## config.mk

```make
export PLATFORM = sky130hd
export DESIGN_NAME = mem_responder
export DESIGN_NICKNAME = d
export VERILOG_FILES = /design/src/rtl/mem_responder_pkg.sv /design/src/rtl/mem_responder_ram.sv /design/src/rtl/mem_responder.sv
export SDC_FILE = /design/constraint.sdc
export NUM_CORES = 2
export LEC_CHECK = 0
export CAP_MARGIN = 20
export CORE_MARGIN = 5
export CORE_UTILIZATION = 55
export DETAILED_ROUTE_END_ITERATION = 10
export PLACE_DENSITY = 0.73
export RECOVER_POWER = 50
export SYNTH_ARGS = -nofsm -noshare
export SYNTH_HDL_FRONTEND = slang
export SYNTH_SLANG_ARGS = --single-unit
export TNS_END_PERCENT = 50
```

## constraint.sdc

```tcl
create_clock -name clk -period 5.5 [get_ports clk]
set_input_delay 1.65 -clock clk [delete_from_list [all_inputs] [get_ports clk]]
set_output_delay 1.65 -clock clk [all_outputs]
set_load 0.01 [all_outputs]
```

## src/rtl/mem_responder_pkg.sv

```systemverilog
// Shared constants for the memory responder: MMIO address map and loader state encoding.
package mem_responder_pkg;

    localparam logic [15:0] MMIO_BASE  = 16'hFFF0;
    localparam logic [15:0] ADR_STATUS = 16'hFFFD;
    localparam logic [15:0] ADR_TIMER  = 16'hFFFE;
    localparam logic [15:0] ADR_GPIO   = 16'hFFFF;

    localparam logic [1:0] LOAD_HI = 2'd0;
    localparam logic [1:0] LOAD_LO = 2'd1;
    localparam logic [1:0] RUN     = 2'd2;

    function automatic logic is_ram_addr(input logic [15:0] a);
        return a < MMIO_BASE;
    endfunction

endpackage

```

## src/rtl/mem_responder_ram.sv

```systemverilog
// Word RAM: asynchronous read, synchronous single-port write; contents are never reset.
module mem_responder_ram #(
    parameter int unsigned ADDR_W = 8
) (
    input  logic              clk,
    input  logic              we,
    input  logic [ADDR_W-1:0] waddr,
    input  logic [15:0]       wdata,
    input  logic [ADDR_W-1:0] raddr,
    output logic [15:0]       rdata
);

    localparam int unsigned DEPTH = 2 ** ADDR_W;

    logic [15:0] mem_q [DEPTH];

    always_ff @(posedge clk) begin
        if (we) begin
            mem_q[waddr] <= wdata;
        end
    end

    assign rdata = mem_q[raddr];

endmodule

```

## src/rtl/mem_responder.sv

```systemverilog
// Memory-side responder: word RAM, MMIO window (status, timer, gpio) and a byte-serial
// boot loader that fills RAM and then releases the processor from reset.
module mem_responder
    import mem_responder_pkg::*;
#(
    parameter int unsigned ADDR_W     = 8,
    parameter int unsigned BOOT_WORDS = 256,
    parameter bit          BOOT_EN    = 1'b1
) (
    input  logic        clk,
    input  logic        reset,
    input  logic [15:0] addr,
    input  logic [15:0] wr_data,
    input  logic        mw_en,
    output logic [15:0] rd_data,
    input  logic [7:0]  cpu_status,
    output logic        cpu_rst_n,
    input  logic        ld_valid,
    input  logic [7:0]  ld_data,
    output logic        ld_ready,
    output logic [15:0] gpio_out,
    output logic        boot_done
);

    localparam logic [1:0]        STATE_RST     = BOOT_EN ? LOAD_HI : RUN;
    localparam logic              CPU_RST_N_RST = !BOOT_EN;
    localparam logic [ADDR_W-1:0] LAST_PTR      = ADDR_W'(BOOT_WORDS - 1);

    logic [1:0]        state_q, state_d;
    logic [ADDR_W-1:0] ptr_q, ptr_d;
    logic [7:0]        hi_q, hi_d;
    logic [7:0]        status_q, status_d;
    logic [15:0]       timer_q, timer_d;
    logic [15:0]       gpio_q, gpio_d;
    logic              cpu_rst_n_q, cpu_rst_n_d;

    logic              in_run;
    logic              ld_accept;
    logic              bus_we;

    logic              ram_we;
    logic [ADDR_W-1:0] ram_waddr;
    logic [15:0]       ram_wdata;
    logic [15:0]       ram_rdata;

    assign in_run    = (state_q == RUN);
    assign ld_ready  = ~in_run;
    assign ld_accept = ld_valid & ld_ready;
    assign bus_we    = mw_en & in_run;

    // Loader sequencing: high byte, then low byte commits the word.
    always_comb begin
        state_d = state_q;
        ptr_d   = ptr_q;
        hi_d    = hi_q;
        case (state_q)
            LOAD_HI: begin
                if (ld_accept) begin
                    hi_d    = ld_data;
                    state_d = LOAD_LO;
                end
            end
            LOAD_LO: begin
                if (ld_accept) begin
                    if (ptr_q == LAST_PTR) begin
                        state_d = RUN;
                    end else begin
                        ptr_d   = ptr_q + ADDR_W'(1);
                        state_d = LOAD_HI;
                    end
                end
            end
            RUN: begin
            end
            default: begin
                state_d = STATE_RST;
            end
        endcase
    end

    always_comb begin
        cpu_rst_n_d = (state_d == RUN);
        status_d    = cpu_status;

        timer_d = timer_q + 16'd1;
        if (!in_run) begin
            timer_d = '0;
        end else if (bus_we && addr == ADR_TIMER) begin
            timer_d = wr_data;
        end

        gpio_d = gpio_q;
        if (bus_we && addr == ADR_GPIO) begin
            gpio_d = wr_data;
        end
    end

    // The loader and the bus never write in the same cycle since they are gated by state.
    always_comb begin
        ram_we    = 1'b0;
        ram_waddr = ptr_q;
        ram_wdata = {hi_q, ld_data};
        if (state_q == LOAD_LO && ld_accept) begin
            ram_we = 1'b1;
        end else if (bus_we && is_ram_addr(addr)) begin
            ram_we    = 1'b1;
            ram_waddr = addr[ADDR_W-1:0];
            ram_wdata = wr_data;
        end
    end

    always_ff @(posedge clk or negedge reset) begin
        if (!reset) begin
            state_q     <= STATE_RST;
            ptr_q       <= '0;
            hi_q        <= '0;
            status_q    <= '0;
            timer_q     <= '0;
            gpio_q      <= '0;
            cpu_rst_n_q <= CPU_RST_N_RST;
        end else begin
            state_q     <= state_d;
            ptr_q       <= ptr_d;
            hi_q        <= hi_d;
            status_q    <= status_d;
            timer_q     <= timer_d;
            gpio_q      <= gpio_d;
            cpu_rst_n_q <= cpu_rst_n_d;
        end
    end

    mem_responder_ram #(
        .ADDR_W(ADDR_W)
    ) u_ram (
        .clk  (clk),
        .we   (ram_we),
        .waddr(ram_waddr),
        .wdata(ram_wdata),
        .raddr(addr[ADDR_W-1:0]),
        .rdata(ram_rdata)
    );

    always_comb begin
        rd_data = '0;
        if (is_ram_addr(addr)) begin
            rd_data = ram_rdata;
        end else begin
            case (addr)
                ADR_STATUS: rd_data = {8'h00, status_q};
                ADR_TIMER:  rd_data = timer_q;
                ADR_GPIO:   rd_data = gpio_q;
                default:    rd_data = '0;
            endcase
        end
    end

    assign cpu_rst_n = cpu_rst_n_q;
    assign boot_done = cpu_rst_n_q;
    assign gpio_out  = gpio_q;

endmodule

```

==> reports/metrics.csv <==
metric,value,unit
"commonest cells after routing, fill and taps aside","4096 x edfxtp_1, 1044 x buf_4, 924 x mux4_2, 414 x clkbuf_16, 357 x buf_12",
clk_lat worst skew,0.99,ns
pwr dens,376.8,nW/µm²
#FFs+latches synth,4155,
Clock Path Buffers,4,
"Net Count, Synth",7531,
Worst Path Arrival,4.77,ns
Initial Util,55.34,%
Worst path max stage delay,0.73,ns
predominant post-synthesis flop cell,edfxtp_1,
RSZ-0062 raised after global routing,true,
CTS tree,yes,
overall routing resource usage,36.21,%
GPL Wtd Cong,1.031,
final period demand of the worst path,6.420,ns
Yosys top cell area share,76.22,%
Layout Nets,9169,
post-synth top area cell,edfxtp_1,
first-pass GRT wire length,751.2,mm
clk sinks,4155,
placed cell count,12490,
failing checks,"DRC, capacitance limit, slew limit, setup timing",
Hold Path Class,flip-flop to flip-flop,
maximum VDD drop,0.3748,mV
Worst Clk Skew,0.07078,ns
Reg2Reg Depth,8,
Final Setup Violations,6582,
critical path startpoint category,input pin,
CP Cell Sequence,buf_16 -> buf_16 -> buf_8 -> mux4_2 -> mux4_2 -> nor2b_4 -> nor4_4 -> buf_4 -> o311ai_4 -> buf_2,
Hold Buf Count CTS,0,
endpoints failing hold,0,
number of synthesized flops with an enable pin,4096,
Reg power frac,50.5,%
Clk pwr share,37.8,%
clock root cell,clkbuf_16,
total gr overflow,0,
vias in the first global route,89920,
met3 Usage GRT,14.35,%
dpl hpwl,353.7,mm
critical path class,input pin to output port,
initial antenna violation count,52,
critical path required time,3.85,ns
"commonest non-fill, non-tap cell in the layout",edfxtp_1,
Netlist Area Pre-Place,161400,µm²
crit-path leading delay family,multiplexers,
Area contributors post-synth,"edfxtp_1 76%, mux4_2 13%, mux2i_1 1.8%, dfrtp_1 0.91%, nor2_1 0.85%",
DR pass1 iterations,11,
Die Wd,551.7,µm
area grow syn2layout,22.01,%
Max transition margin,-84.48,%
"Reg clk slew, reported paths",0.06,ns
Combinational Power Share,11.7,%
Finished Layout Cells,13390,
post-route clock period utilization,116.7,%
routing usage on met1,47.79,%
fin worst setup slack,-0.9204,ns
drt initial violations,16390,
Reg-to-Reg Start,state_q[1],
yosys warns,0,
synthesized area per cell,21.58,µm²
PortBufs,86,
H-tree levels,5,
Worst Path Max Fanout,7,
fin util,67.52,%
Setup crit end kind,output port,
Synth cell types,101,
wire length per cell,41.34,µm
crit path to,rd_data[3],
number of stages on the worst setup path,10,
Int Pwr,55.53,mW
DIE AREA,304300,µm²
Critical Path Source,addr[0],
num ports,87,
Vias,93780,
share of flip-flops with an asynchronous set or reset,1.420,%
fmax,155.8,MHz
GR peak layer,met2,
vias per cell,7.006,
Slew @ Worst Pin,2.767,ns
ANT nets after route,0,
max-slew violations,51,
status,"complete, but fails checks",
Sw Share,25.14,%
Worst Path Buf+Inv,5,
met2 Use GR,52.10,%
Die Height,551.7,µm
"Slowest-stage cell, CP",nor4_4,
Gate Count Post-Synth,7477,
Psw,18.65,mW
Min Hold Slack,0.5060,ns
sequential fraction of the synthesis area,77.14,%
DRT Wirelength,553.3,mm
Num CTS Buffers,407,
Leakage,64.82,nW
maximum capacitance violations,2,
DRC Markers,3,
worst reg2reg setup slack,1.14,ns
FF-to-FF End,u_ram.mem_q[117][8],
Rows,198,
Core ar.,291600,µm²
share of layout cells above drive strength 1,37.02,%
largest net degree at the start of global routing,149,
per-stage QoR:
step / instance area [µm²] / worst slack, ns / power (mW) / setup TNS (ns)
floorplan: 161400 / -0.9645 / 41.86 / -1481.53
global placement: 180800 / -2.156 / 45.77 / -26.33
detailed placement: 180800 / -1.906 / 46.09 / -21.86
CTS: 196400 / -0.8339 / 73.79 / -12.41
global route: 196800 / -0.8476 / 75.75 / -1372.94
finish: 196900 / -0.9204 / 74.18 / -1752.92
logic make-up (layout without fill, tap and decap cells):
group / Yosys count / in the layout / share of synthesized area [%]
compound gates: 660 / 660 / 2.973
xor+xnor: 22 / 22 / 0.1194
fa+ha+maj: 2 / 2 / 0.01551
flops: 4155 / 4155 / 77.14
simple gates: 881 / 881 / 2.573
other cells: 0 / 30 / 0
mux: 1304 / 1304 / 15.41
buf+inv: 453 / 2431 / 1.775
cells in the mapped netlist, types with 66 or more instances:
master / n
nand2_1: 193
clkbuf_1: 108
a22oi_1: 117
o22ai_1: 141
edfxtp_1: 4096
mux2i_1: 286
buf_6: 66
mux2_2: 86
nor2_1: 364
buf_4: 87
buf_2: 162
mux4_2: 922
metal layers:
layer  part of all wire (%)  up-vias  routed length, µm
met5                  0.098        -                542
met4                    7.0       62              38930
met3                     16     1662              89490
met2                     44     8853             243500
met1                     33    48310             180900
li1                       -    34890                  -
power groups by stage:
stage | Sequential (mW) | Clock (mW) | Combinational, mW
floorplan | 38.6 | 0 | 3.27
global placement | 38.1 | 0 | 7.66
detailed placement | 38.1 | 0 | 7.96
CTS | 37.5 | 28.1 | 8.24
global route | 37.5 | 29.6 | 8.70
finish | 37.5 | 28.1 | 8.64
sequential cells by signal, indices dropped and copies added, names as in the netlist:
register     count
timer_q         16
status_q         8
ptr_q            8
state_q          2
boot_done        1
u_ram.mem_q   4096
hi_q             8
gpio_out        16
worst min path at each step:
stage / cells after the start / endpoint / from / slack (ns)
2_1_floorplan: 1 / state_q[0] / state_q[1] / 0.45
3_3_place_gp: 1 / state_q[0] / state_q[1] / 0.49
3_5_place_dp: 1 / hi_q[5] / hi_q[5] / 0.49
4_1_cts: 1 / hi_q[7] / reset / 0.48
5_1_grt: 1 / hi_q[5] / hi_q[5] / 0.52
6_report: 1 / state_q[0] / state_q[1] / 0.51
layout make-up:
type	count	area (µm²)
Sequential cell	4155	124500
Multi-Input combinational cell	2869	35670
Timing Repair Buffer	1677	18420
Tap cell	3900	4880
Antenna cell	30	75.07
Inverter	5	22.52
Fill cell	17540	94700
Clock buffer	481	10510
Clock inverter	268	2840
repair_timing:
action,CTS,global route
setup endpoints to repair,16,16
setup buffers,65,43
pin swaps,40,43
cloned,14,5
resized for setup,304,136
(Power assumes the default switching activity.)
